File: src/rtl/demux14_stream_pkg.sv
// demux14_pkg: shared constants and types for the 1-to-4 stream demultiplexer
package demux14_pkg;
    localparam int NCH = 4;
    typedef logic [1:0] ch_sel_t;
    localparam logic EXPLICIT    = 1'b0;
    localparam logic ROUND_ROBIN = 1'b1;
endpackage

File: src/rtl/demux14_stream_if.sv
// demux14_stream_if: producer side and four consumer channels of the demultiplexer
interface demux14_stream_if #(parameter int W = 8);
    import demux14_pkg::*;
    logic              in_valid;
    logic              in_ready;
    logic [W-1:0]      in_data;
    ch_sel_t           s;
    logic              mode;
    logic [NCH-1:0]    out_valid;
    logic [NCH-1:0]    out_ready;
    logic [NCH*W-1:0]  out_data;
    modport master (output in_valid, in_data, s, mode, out_ready, input in_ready, out_valid, out_data);
    modport slave  (input in_valid, in_data, s, mode, out_ready, output in_ready, out_valid, out_data);
endinterface

File: src/rtl/demux14_stream_slot.sv
// demux14_slot: one-entry output register; a load wins over a same-edge drain
module demux14_slot #(parameter int W = 8) (
    input  logic         clk,
    input  logic         rst_n,
    input  logic         load,
    input  logic [W-1:0] data,
    input  logic         out_ready,
    output logic         out_valid,
    output logic [W-1:0] out_data,
    output logic         ready
);
    assign ready = ~out_valid | out_ready;
    always_ff @(posedge clk or negedge rst_n) begin
        if (!rst_n) begin
            out_valid <= 1'b0;
            out_data  <= '0;
        end else if (load) begin
            out_valid <= 1'b1;
            out_data  <= data;
        end else if (out_ready) begin
            out_valid <= 1'b0;
        end
    end
endmodule

File: src/rtl/demux14_stream.sv
// demux14_stream: routes each accepted word to one of four registered channel slots
module demux14_stream
    import demux14_pkg::*;
#(
    parameter int W     = 8,
    parameter int CNT_W = 16
) (
    input  logic              clk,
    input  logic              rst_n,
    demux14_stream_if.slave   bus,
    output ch_sel_t           rr_ptr,
    output logic [CNT_W-1:0]  xfer_cnt
);
    ch_sel_t          dest;
    logic             accept;
    logic [NCH-1:0]   load;
    logic [NCH-1:0]   slot_ready;
    logic [NCH-1:0]   slot_valid;
    logic [NCH*W-1:0] slot_data;
    assign dest          = (bus.mode == EXPLICIT) ? bus.s : rr_ptr;
    assign bus.in_ready  = slot_ready[dest];
    assign accept        = bus.in_valid & bus.in_ready;
    assign bus.out_valid = slot_valid;
    assign bus.out_data  = slot_data;
    for (genvar k = 0; k < NCH; k++) begin : g_slot
        assign load[k] = accept & (dest == ch_sel_t'(k));
        demux14_slot #(.W(W)) u_slot (
            .clk       (clk),
            .rst_n     (rst_n),
            .load      (load[k]),
            .data      (bus.in_data),
            .out_ready (bus.out_ready[k]),
            .out_valid (slot_valid[k]),
            .out_data  (slot_data[k*W +: W]),
            .ready     (slot_ready[k])
        );
    end
    always_ff @(posedge clk or negedge rst_n) begin
        if (!rst_n) begin
            rr_ptr   <= '0;
            xfer_cnt <= '0;
        end else if (accept) begin
            rr_ptr   <= (bus.mode == ROUND_ROBIN) ? rr_ptr + 2'd1 : rr_ptr;
            xfer_cnt <= (&xfer_cnt) ? xfer_cnt : xfer_cnt + CNT_W'(1);
        end
    end
endmodule

File: src/flat_wrapper.sv
// flat-port wrapper written by rule: the top's interface ports become plain ports
module demux14_stream_flat import demux14_pkg::*;
#(
    parameter int W     = 8,
    parameter int CNT_W = 16
)
  (clk, rst_n, rr_ptr, xfer_cnt, bus_in_valid, bus_in_data, bus_s, bus_mode, bus_out_ready, bus_in_ready, bus_out_valid, bus_out_data);
  demux14_stream_if #(.W(W)) bus_i ();
  input  logic clk;
  input  logic rst_n;
  output ch_sel_t rr_ptr;
  output logic [CNT_W-1:0] xfer_cnt;
  input wire logic [$bits(bus_i.in_valid)-1:0] bus_in_valid;
  input wire logic [$bits(bus_i.in_data)-1:0] bus_in_data;
  input wire logic [$bits(bus_i.s)-1:0] bus_s;
  input wire logic [$bits(bus_i.mode)-1:0] bus_mode;
  input wire logic [$bits(bus_i.out_ready)-1:0] bus_out_ready;
  output wire logic [$bits(bus_i.in_ready)-1:0] bus_in_ready;
  output wire logic [$bits(bus_i.out_valid)-1:0] bus_out_valid;
  output wire logic [$bits(bus_i.out_data)-1:0] bus_out_data;
  assign bus_i.in_valid = bus_in_valid;
  assign bus_i.in_data = bus_in_data;
  assign bus_i.s = bus_s;
  assign bus_i.mode = bus_mode;
  assign bus_i.out_ready = bus_out_ready;
  assign bus_in_ready = bus_i.in_ready;
  assign bus_out_valid = bus_i.out_valid;
  assign bus_out_data = bus_i.out_data;
  demux14_stream #(.W(W), .CNT_W(CNT_W)) u_core (.clk(clk), .rst_n(rst_n), .bus(bus_i), .rr_ptr(rr_ptr), .xfer_cnt(xfer_cnt));
endmodule
File: config.mk
export PLATFORM = sky130hd
export DESIGN_NAME = demux14_stream_flat
export DESIGN_NICKNAME = d
export VERILOG_FILES = /design/src/rtl/demux14_stream_pkg.sv /design/src/rtl/demux14_stream_if.sv /design/src/rtl/demux14_stream_slot.sv /design/src/rtl/demux14_stream.sv /design/src/flat_wrapper.sv
export SDC_FILE = /design/constraint.sdc
export NUM_CORES = 1
export LEC_CHECK = 0
export ABC_AREA = 0
export CAP_MARGIN = 15
export CORE_UTILIZATION = 40
export DETAILED_ROUTE_END_ITERATION = 8
export GPL_ROUTABILITY_DRIVEN = 0
export GPL_TIMING_DRIVEN = 0
export PLACE_DENSITY = 0.72
export REMOVE_ABC_BUFFERS = 1
export SLEW_MARGIN = 20
export SYNTH_ARGS = -nofsm -noshare
export SYNTH_HDL_FRONTEND = slang
export SYNTH_SLANG_ARGS = --single-unit
File: constraint.sdc
create_clock -name clk -period 3 [get_ports clk]
set_input_delay 0.75 -clock clk [delete_from_list [all_inputs] [get_ports clk]]
set_output_delay 0.75 -clock clk [all_outputs]
set_load 0.01 [all_outputs]
==> results by group <==
Run status
  – Status: complete, no violations

Logic synthesis
  – Main synth FF type: dfrtp_1
  – Synth Instances: 173
  – FF+latch count, synth: 54
  – Synth cell types: 28
  – Synth cell count leaders: 54 x dfrtp_1, 17 x mux2_1, 17 x mux2_2
  – EDFF count, synth: 0
  – Area leader, netlist: dfrtp_1
  – Mean post-synth cell area: 13.49 um2
  – Most frequent cell after synthesis: dfrtp_1
  – Mapped cell area: 2333 um2
  – Asr flop ratio synth: 100.0%
  – Sequential share of the synthesized area: 57.91%
  – Area contributors post-synth: dfrtp_1 58%, mux2_1 8.2%, mux2_2 8.2%
  – Synth warn: 0
  – Area share of the largest cell type after synthesis: 57.91%

Global routing
  – Vias in the first global route: 1553
  – First-pass GRT wire length: 7776 um
  – Pin count of the biggest net entering global routing: 55
  – Grt ovf: 0
  – Total GRT Usage: 16.68%
  – Initial antenna violation count: 0

Power and ir drop
  – Worst vdd ir: 458.9 uV
  – Leak pwr: 1.342 nW
  – PwrDens: 912.4 nW/um2

CTS
  – CTS Hold Bufs: 0
  – CTS Sinks: 54
  – CTS tree: built
  – Clock Tree Buf Depth: 2
  – Clock root buffer: clkbuf_8
  – H-tree levels: 2
  – CTS Buf Count: 5
  – Clk_lat worst skew: 300 ps
  – Clk slew on worst S/H paths: 90 ps

Setup path
  – Critical path class: primary input to output pin
  – Max incr delay on CP: 450 ps
  – Element type at the critical path end: output pin
  – CP Cell Sequence: clkdlybuf4s50_1, mux2i_4, mux2i_4, mux2i_1, dlygate4sd2_1
  – Critical path launch point type: primary input
  – CP arrival: 2150 ps
  – Most used cell, CP: mux2i_4
  – Max stage delay cell, worst path: clkdlybuf4s50_1
  – Worst Path Required: 2250 ps
  – Worst Path Buf+Inv: 2
  – Worst Path Max Fanout: 3
  – CP delay by family, top: buffers and inverters

Drt
  – Via-to-Cell Ratio: 4.925
  – Total routed wirelength: 4781 um
  – ANT nets after route: 0
  – First-pass DRT Iterations: 6
  – # DRC: 0
  – Wire per inst: 14.89 um
  – Routed via count: 1581
  – Iter 0 DRT Violations: 46

STA
  – RSZ-0062 raised after global routing: false
  – Setup violators final: 0
  – Final Cycle Share: 96.70%
  – Worst Max-Slew Pin Slew: 668.0 ps
  – Final hold violations: 0
  – Setup TNS: 0 ps
  – Tmin final: 2901 ps
  – Slew margin rel.: 55.47%
  – Fin. max-slew vios: 0
  – Clk_skew: 4.105 ps
  – F_max: 344.7 MHz

Floorplan
  – Initial Utilization: 41.86%
  – Die height: 78.38 um
  – Core Box Area: 5574 um2
  – Die footprint: 6143 um2
  – FP Rows: 27
  – I/O pin count: 73
  – Die W: 78.38 um

Layout
  – Area growth syn-to-layout: 38.87%
  – Layout net count: 267
  – Sequential Area: 1351 um2
  – Layout cells sized above 1: 14.06%
  – Fill cells: 485
  – Final core area utilization: 58.14%
  – Diode count: 0
  – Multi-input logic area: 940.9 um2

Min path
  – Min-delay worst type: primary input to asynchronous set/reset pin

Placement
  – Port bufs: 72
  – HPWL Detailed: 3323 um

Run
  – Max-cap violation count: 0
-- repair_timing --
action                                  CTS  global route
setup buffers                             3             0
endpoints found under the setup margin    1             0
gates resized for setup                   7             0
-- state kept, by name (all words and copies together) (netlist names) --
name,count
u_core.rr_ptr,2
u_core.g_slot.u_slot.out_data,32
u_core.xfer_cnt,16
u_core.g_slot.u_slot.out_valid,4
-- final cells by class --
| class | count | share of cell area [%] |
|---|---|---|
| Sequential cell | 54 | 41.70 |
| Timing Repair Buffer | 75 | 22.86 |
| Inverter | 2 | 0.2317 |
| Clock inverter | 2 | 1.158 |
| Clock buffer | 6 | 2.239 |
| Multi-Input combinational cell | 110 | 29.03 |
| Tap cell | 72 | 2.780 |
-- worst paths after layout --
path	startpoint	depth (start not counted)	slack [ps]	to
min in group clk	u_core.g_slot[1].u_slot.out_data[6]$_DFFE_PN0P_	1	500	u_core.g_slot[1].u_slot.out_data[6]$_DFFE_PN0P_
max in group asynchronous	rst_n	1	2080	u_core.g_slot[2].u_slot.out_data[7]$_DFFE_PN0P_
worst max-delay path	bus_s[0]	5	100	bus_in_ready
worst min-delay path	rst_n	1	480	u_core.g_slot[0].u_slot.out_data[3]$_DFFE_PN0P_
worst min register to register	u_core.g_slot[1].u_slot.out_data[6]$_DFFE_PN0P_	1	500	u_core.g_slot[1].u_slot.out_data[6]$_DFFE_PN0P_
worst max register to register	u_core.xfer_cnt[0]$_DFFE_PN0P_	6	700	u_core.xfer_cnt[1]$_DFFE_PN0P_
-- cells in the final DEF (no fill, tap or decap), types with 2 or more instances in the layout --
cell type        count
clkdlybuf4s50_1     69
dfrtp_1             54
mux2_2              17
mux2_1              17
xnor2_1             15
nand2_1             11
nand3_1             11
nand4_1             10
clkbuf_8             5
nand2b_1             4
and3_1               4
nor2_1               4
buf_4                4
mux2i_4              3
inv_1                2
nand3b_1             2
-- logic make-up after synthesis --
kind of cell,after synthesis,share of synthesized area (%)
flip-flops,54,57.91
multiplexers,39,19.62
AO/OA/AOI/OAI,3,1.448
XOR/XNOR,15,5.630
buffers and inverters,9,2.466
AND/OR/NAND/NOR,52,12.39
adder cells (fa/ha/maj),1,0.5361
-- power by group --
group / switching, mW / leakage [nW] / internal (mW)
Clock: 0.230 / 0.0514 / 0.249
Combinational: 0.486 / 0.624 / 0.785
Sequential: 0.189 / 0.667 / 1.02
Total: 0.905 / 1.34 / 2.05
-- metrics by stage --
stage	worst slack [ps]	std cells	hold slack (ps)	total power, mW	instance area, um2
2_1_floorplan	723.5	166	454.4	1.748	2283
4_1_cts	87.43	321	499.3	3.000	3241
3_3_place_gp	-554.0	310	475.2	2.464	3094
5_1_grt	68.93	321	522.2	3.126	3241
6_report	99.04	321	476.6	2.957	3241
3_5_place_dp	-604.0	310	483.1	2.485	3092
-- metal layers --
metal  track usage (%)  up-vias  share of wire [%]
met2             26.84       39                 49
li1                  -      755                  -
met4             6.111        0                1.2
met3             3.721        6                4.2
met5                 0        -                  0
met1             22.10      781                 46
(Power assumes the default switching activity.)
